<file path="config.mk">
export PLATFORM = sky130hd
export DESIGN_NAME = mult16_seq_ctrl
export DESIGN_NICKNAME = d
export VERILOG_FILES = /design/src/rtl/mult16_seq_ctrl.sv
export SDC_FILE = /design/constraint.sdc
export NUM_CORES = 1
export LEC_CHECK = 0
export ABC_AREA = 0
export CORE_ASPECT_RATIO = 1.2
export CORE_MARGIN = 10
export CORE_UTILIZATION = 30
export CTS_CLUSTER_DIAMETER = 120
export DETAILED_ROUTE_END_ITERATION = 6
export MAX_ROUTING_LAYER = met4
export PLACE_DENSITY_LB_ADDON = 0.05
export SYNTH_ARGS = -nofsm -noshare
export SYNTH_HDL_FRONTEND = slang
export SYNTH_SLANG_ARGS = --single-unit
</file>
<file path="constraint.sdc">
create_clock -name clk -period 3.4 [get_ports clk]
set_input_delay 0.34 -clock clk [delete_from_list [all_inputs] [get_ports clk]]
set_output_delay 0.34 -clock clk [all_outputs]
set_load 0.1 [all_outputs]
</file>
<file path="src/rtl/mult16_seq_ctrl.sv">
// Sequential 16x16 unsigned multiplier controller that drives one shared HALF_W x HALF_W multiplier over four steps.
// Optional macro MULT16_SEQ_OPCNT_EN adds the op_count port, which counts completed result handoffs.
module mult16_seq_ctrl #(
   parameter int HALF_W = 8
) (
   input  logic                  clk,
   input  logic                  rst,
   input  logic                  in_valid,
   output logic                  in_ready,
   input  logic [2*HALF_W-1:0]   in_a,
   input  logic [2*HALF_W-1:0]   in_b,
   output logic [HALF_W-1:0]     mul_a,
   output logic [HALF_W-1:0]     mul_b,
   input  logic [2*HALF_W-1:0]   mul_p,
   output logic                  out_valid,
   input  logic                  out_ready,
   output logic [4*HALF_W-1:0]   out_p,
   output logic                  busy
`ifdef MULT16_SEQ_OPCNT_EN
   ,
   output logic [15:0]           op_count
`endif
);

   typedef enum logic [1:0] {
      IDLE = 2'd0,
      MUL  = 2'd1,
      DONE = 2'd2
   } state_t;

   state_t                state_q, state_d;
   logic [1:0]            step_q, step_d;
   logic [4*HALF_W-1:0]   acc_q, acc_d;
   logic [2*HALF_W-1:0]   a_q, a_d;
   logic [2*HALF_W-1:0]   b_q, b_d;
   logic [4*HALF_W-1:0]   out_p_q, out_p_d;
   logic [4*HALF_W-1:0]   prod_ext;
   logic [4*HALF_W-1:0]   prod_sh;

   always_ff @(posedge clk) begin
      if (rst) begin
         state_q <= IDLE;
         step_q  <= 2'd0;
         acc_q   <= '0;
         a_q     <= '0;
         b_q     <= '0;
         out_p_q <= '0;
      end else begin
         state_q <= state_d;
         step_q  <= step_d;
         acc_q   <= acc_d;
         a_q     <= a_d;
         b_q     <= b_d;
         out_p_q <= out_p_d;
      end
   end

   always_comb begin
      state_d   = state_q;
      step_d    = step_q;
      acc_d     = acc_q;
      a_d       = a_q;
      b_d       = b_q;
      out_p_d   = out_p_q;
      mul_a     = '0;
      mul_b     = '0;
      in_ready  = 1'b0;
      out_valid = 1'b0;
      prod_ext  = {{(2*HALF_W){1'b0}}, mul_p};
      prod_sh   = '0;
      case (state_q)
         IDLE: begin
            in_ready = 1'b1;
            if (in_valid) begin
               a_d     = in_a;
               b_d     = in_b;
               acc_d   = '0;
               step_d  = 2'd0;
               state_d = MUL;
            end
         end
         MUL: begin
            // Cross terms (hi*lo, lo*hi) share the same HALF_W weight.
            case (step_q)
               2'd0: begin
                  mul_a   = a_q[HALF_W-1:0];
                  mul_b   = b_q[HALF_W-1:0];
                  prod_sh = prod_ext;
               end
               2'd1: begin
                  mul_a   = a_q[2*HALF_W-1:HALF_W];
                  mul_b   = b_q[HALF_W-1:0];
                  prod_sh = prod_ext << HALF_W;
               end
               2'd2: begin
                  mul_a   = a_q[HALF_W-1:0];
                  mul_b   = b_q[2*HALF_W-1:HALF_W];
                  prod_sh = prod_ext << HALF_W;
               end
               default: begin
                  mul_a   = a_q[2*HALF_W-1:HALF_W];
                  mul_b   = b_q[2*HALF_W-1:HALF_W];
                  prod_sh = prod_ext << (2*HALF_W);
               end
            endcase
            acc_d  = acc_q + prod_sh;
            step_d = 2'(step_q + 2'd1);
            if (step_q == 2'd3) begin
               // Result register decouples out_p from the accumulator of the next op.
               out_p_d = acc_d;
               step_d  = 2'd0;
               state_d = DONE;
            end
         end
         DONE: begin
            out_valid = 1'b1;
            if (out_ready) begin
               state_d = IDLE;
            end
         end
         default: begin
            state_d = IDLE;
         end
      endcase
   end

   assign out_p = out_p_q;
   assign busy  = (state_q != IDLE);

`ifdef MULT16_SEQ_OPCNT_EN
   logic [15:0] op_cnt_q, op_cnt_d;

   always_comb begin
      op_cnt_d = op_cnt_q;
      if (state_q == DONE && out_ready) begin
         op_cnt_d = 16'(op_cnt_q + 16'd1);
      end
   end

   always_ff @(posedge clk) begin
      if (rst) begin
         op_cnt_q <= '0;
      end else begin
         op_cnt_q <= op_cnt_d;
      end
   end

   assign op_count = op_cnt_q;
`endif

endmodule

</file>
### Yosys cells after proc, flatten, opt, wreduce, memory -nomap -nowiden

Cells that the tools add are included.
Widths: inputs -> output; s select.

| operators by class | value |
|---|---|
| $add $sub $neg | 2 |
| eq/ne operators | 8 |
| mux-type cells | 17 |
| reduce and logical (&&, ||, !) cells | 11 |

Operators with widths:

| cell | number |
|---|---|
| $pmux 32 s2 | 2 |
| $mux 32 | 2 |
| $add 32x32->32 | 1 |
| $mux 8 | 4 |
| $mux 2 | 5 |
| $eq 2x2->1 const B | 3 |
| $ne 2x2->1 const B | 3 |
| $pmux 2 s3 | 1 |
| $reduce_and 2->1 | 3 |
| $reduce_or 2->1 | 3 |
| $eq 2x1->1 const B | 2 |
| $logic_not 2->1 | 2 |
| $pmux 2 s2 | 1 |
| $reduce_bool 2->1 | 2 |
| $reduce_and 3->1 | 1 |
| $add 2x1->2 const B | 1 |
| $mux 1 | 2 |

| storage, ports and cells | value |
|---|---|
| register bits | 100 |
| bits of input ports | 52 |
| word-level logic and storage cells | 44 |

### Longest topological paths before layout

Gate-level depths: netlist (run 1).

| logic depth | value |
|---|---|
| depth in word-level cells | 6 |
| gate-level depth with buffers | 15 |
| depth with buffers taken out | 12 |

### Worst setup path before layout (run 1)

No wires, ideal clock.

| path | value |
|---|---|
| path type | register -> register |
| start point | register step_q[0] |
| end point | register out_p_q[25], in the netlist out_p[25] |
| setup time | 74 ps |
| arrival | 3141 ps |
| required time | 3326 ps |
| path slack | 185 ps |
| stages on the path, launching flop included | 16 |
| cells stage by stage | dfxtp_1 > inv_1 > ha_1 > clkbuf_1 > nor2b_1 > clkbuf_1 > a22o_1 > ha_1 > buf_2 > o21ai_1 > a22oi_4 > o2111ai_1 > and3_1 > buf_6 > or4_1 > a31oi_1 |

| on the way | value |
|---|---|
| cells in the longest elaborated chain, start to end | 5 |
| elaborated cells between the ends (all ways) | 9 |
| classes of those cells | add/sub: 1; eq/ne: 3; mux: 2; reduce/logical: 3 |

Ends and longest elaborated chain:

| item | RTL line | source |
|---|---|---|
| start: declaration | 32 | `logic [1:0] step_q, step_d;` |
| start signal: assignment | 50 | `step_q <= step_d;` |
| $eq 2x2->1 / $eq 2x1->1 (equally long branches) | 84 | `case (step_q)` |
| $reduce_or 2->1 (no source line) | n/a |  |
| $pmux 32 s2 | 84 |  |
| $mux 32 | 71 | `case (state_q)` |
| $add 32x32->32 | 106 | `acc_d = acc_q + prod_sh;` |
| end signal: assignment | 54 | `out_p_q <= out_p_d;` |
| end: declaration | 36 | `logic [4*HALF_W-1:0] out_p_q, out_p_d;` |

Parallel ways exist; a longest one is shown, timed or not. The select of a mux whose other input is x is not followed.
A chain may end at the register's enable or synchronous reset.

### Final worst setup path (run 1)

| path | value |
|---|---|
| start point | register step_q[0] |
| end point | register out_p_q[24], in the netlist out_p[24] |

Same word-level chain as after synthesis.

==> impl_metrics.ini, run 1 <==
[run_status]
status = complete, no violations

[drt]
routed_wl_mm = 22.6
wire_per_inst_um = 19.1
first_pass_iters = 5
drcViolationCount = 0
drt_iter0_drc = 423
num_vias = 6219
via_per_inst = 5.25
antenna_left = 0

[sta]
slew_headroom = 0.311
min_period_ns = 3.23
worst_pin_slew_ns = 1.03
setup_viol = 0
max_freq_mhz = 310
timing.hold.ws_ns = 0.455
period_share = 0.949
slew_viol_final = 0
hold_viol = 0
skew_ns = 0.0117

[synthesis]
ys.flop_type = dfxtp_1
synthCells = 806
synth_most_common_cell = nand2_1
synth_top_family_by_area = compound AO/OA/AOI/OAI gates
synth_fa_ha_area_frac = 0.0787
ys_warn_count = 0
ys_top_cells_by_count = nand2_1 (171), a21oi_1 (117), dfxtp_1 (100), nor2_1 (45), o21ai_0 (39)
synth_cell_types = 58
yosysTopAreaCell = dfxtp_1
avgSynthCellArea_um2 = 7.42
synth-async-reset-ratio = 0
synthMuxAreaShare = 0.00502
syn_nets = 895
yosys_register_bits = 100
syn_area_mm2 = 0.00598
synth_edf_count = 0
synth_top_area_share = 0.335
synthSimpleGateAreaFrac = 0.246
seq_area_frac_synth = 0.335
synth_xor_area_frac = 0.0366
synthTopCellsByArea = dfxtp_1 (33%), nand2_1 (11%), a21oi_1 (9.8%)
synth_compound_gate_area_share = 0.257

[critical_path]
endpoint_kind = register
path_cells = inv_1, ha_2, buf_4, a22oi_1, nor2_1, ha_1, nand4_1, nor2_1, o31ai_1, o41ai_4, a21oi_1, xnor2_1, a22o_1
cp_num_buf_inv = 2
critical_path.top_delay_family = compound AO/OA/AOI/OAI gates
cp.required_ns = 3.67
worstPathMaxFanout = 7
start_kind = register
crit_type = register to register
max_stage_delay_ns = 0.41
cp_slowest_cell = o31ai_1
cp.arrival_ns = 3.49
cpMostUsedCell = nor2_1

[cts]
cts_tree = built
cts.clk_slew.worst_paths_ns = 0.08
cts_root_buffer = clkbuf_16
ctsResizeCount = 0
clockBufferDepth = 2
ctsHoldBuffers = 0
htreeDepth = 3
postCtsSetupBuffers = 0
numCtsBuffers = 9
clk_latency_ns = 0.37
clock-sinks = 100

[final_layout]
syn_to_final_growth_pct = 31.6
n_antenna_cell = 0
fin_area_mm2 = 0.00787
layout-drive-gt1-share = 0.120
final_nets = 1007

[die]
boundaryPins = 103
initial_core_util = 0.306
chipWidth_um = 149
die_area_mm2 = 0.0260
rows = 56
core_area_mm2 = 0.0195
die_h_um = 175

[power]
leakage_nw = 3.10
worst_ir_drop_vdd_v = 0.000271
power_density_mw_per_mm2 = 393

[place]
gp_congestion = 0.910
dp_hpwl_mm = 17.5
io_buffers = 102
place_area_mm2 = 0.00745

[min_path]
hp-class = register to register

[global_route]
antenna_found_initial = 0
track_usage = 0.175
grt_pass1_wl_mm = 35.2
grt_pass1_vias = 6290
grt_start_max_net_pins = 46
grt_overflow = 0

[job]
drv_cap = 0
-- layer usage --
layer	wire (µm)	track usage	part of all wire
met1	9520	0.195	0.42
met2	11800	0.310	0.52
met3	747	0.0277	0.033
met4	537	0.0561	0.024
met5	0	-	0
-- worst paths after layout --
| path | start | end | slack, ns | depth (start not counted) |
|---|---|---|---|---|
| setup / recovery | step_q[0] | out_p[24] | 0.17 | 13 |
| hold / removal | a_q[7] | a_q[7] | 0.45 | 2 |
| setup reg to reg | step_q[0] | out_p[24] | 0.17 | 13 |
| hold reg to reg | a_q[7] | a_q[7] | 0.45 | 2 |
-- sequential cells by signal, indices dropped and copies added (netlist names) --
register and flops:
a_q 16, acc_q 32, b_q 16, out_p 32, state_q 2, step_q 2
-- power breakdown --
group,leakage (nW),internal (mW),switching (mW)
registers,0.813,1.21,0.0275
clock network,0.157,0.593,0.537
logic,2.13,0.257,0.459
total,3.10,2.06,1.02
-- logic make-up (layout without fill, tap and decap cells) --
group,count (synthesis),after routing
flip-flops,100,100
XOR/XNOR,25,25
AO/OA/AOI/OAI,254,254
multiplexers,3,3
AND/OR/NAND/NOR,327,327
adder cells (fa/ha/maj),37,37
buffers and inverters,60,177
-- cell type report --
| type | instances | area [µm²] |
|---|---|---|
| clock buffer | 9 | 225 |
| fill | 2053 | 11700 |
| clock inverter | 7 | 91.3 |
| timing repair buffer | 153 | 1360 |
| tap | 261 | 327 |
| sequential | 100 | 2000 |
| multi-input combinational | 646 | 3830 |
| inverter | 8 | 30.0 |
-- cells in the final DEF (no fill, tap or decap), drive strengths merged, types with 13 or more instances in the layout --
cell / instances
a21oi: 118
a22o: 13
a31oi: 14
and2: 20
buf: 68
clkdlybuf4s50: 85
dfxtp: 100
ha: 36
nand2: 171
nand3: 28
nor2: 45
o21ai: 48
xor2: 17
-- worst min-delay path: stages (launching register included) --
cell	delay, ns
dfxtp_1	0.31
nand2_1	0.05
a21oi_1	0.05
-- per-stage QoR --
step           setup TNS, ns   util  total power, mW  instances  setup slack (ns)
2_1_floorplan              0      -             1.70        806             0.185
3_3_place_gp               0  0.381             1.96       1168            0.0163
3_5_place_dp        -0.00909  0.381             1.97       1168          -0.00909
4_1_cts                    0  0.397             3.10       1184            0.0128
5_1_grt               -0.187  0.402             3.24       1184           -0.0488
6_report                   0  0.402             3.09       1184             0.174
No activity file was read; power rests on OpenSTA's default activity.
==> run 2, diff against run 1 <==
--- a/config.mk
+++ b/config.mk
@@ -5,12 +5,12 @@
 export SDC_FILE = /design/constraint.sdc
 export NUM_CORES = 1
 export LEC_CHECK = 0
-export ABC_AREA = 0
 export CORE_ASPECT_RATIO = 1.2
 export CORE_MARGIN = 10
 export CORE_UTILIZATION = 30
 export CTS_CLUSTER_DIAMETER = 120
 export DETAILED_ROUTE_END_ITERATION = 6
+export HOLD_SLACK_MARGIN = 0.03
 export MAX_ROUTING_LAYER = met4
 export PLACE_DENSITY_LB_ADDON = 0.05
 export SYNTH_ARGS = -nofsm -noshare
==> results of run 2 <==
No change in the layout: final DEF, timing and power equal those of run 1.
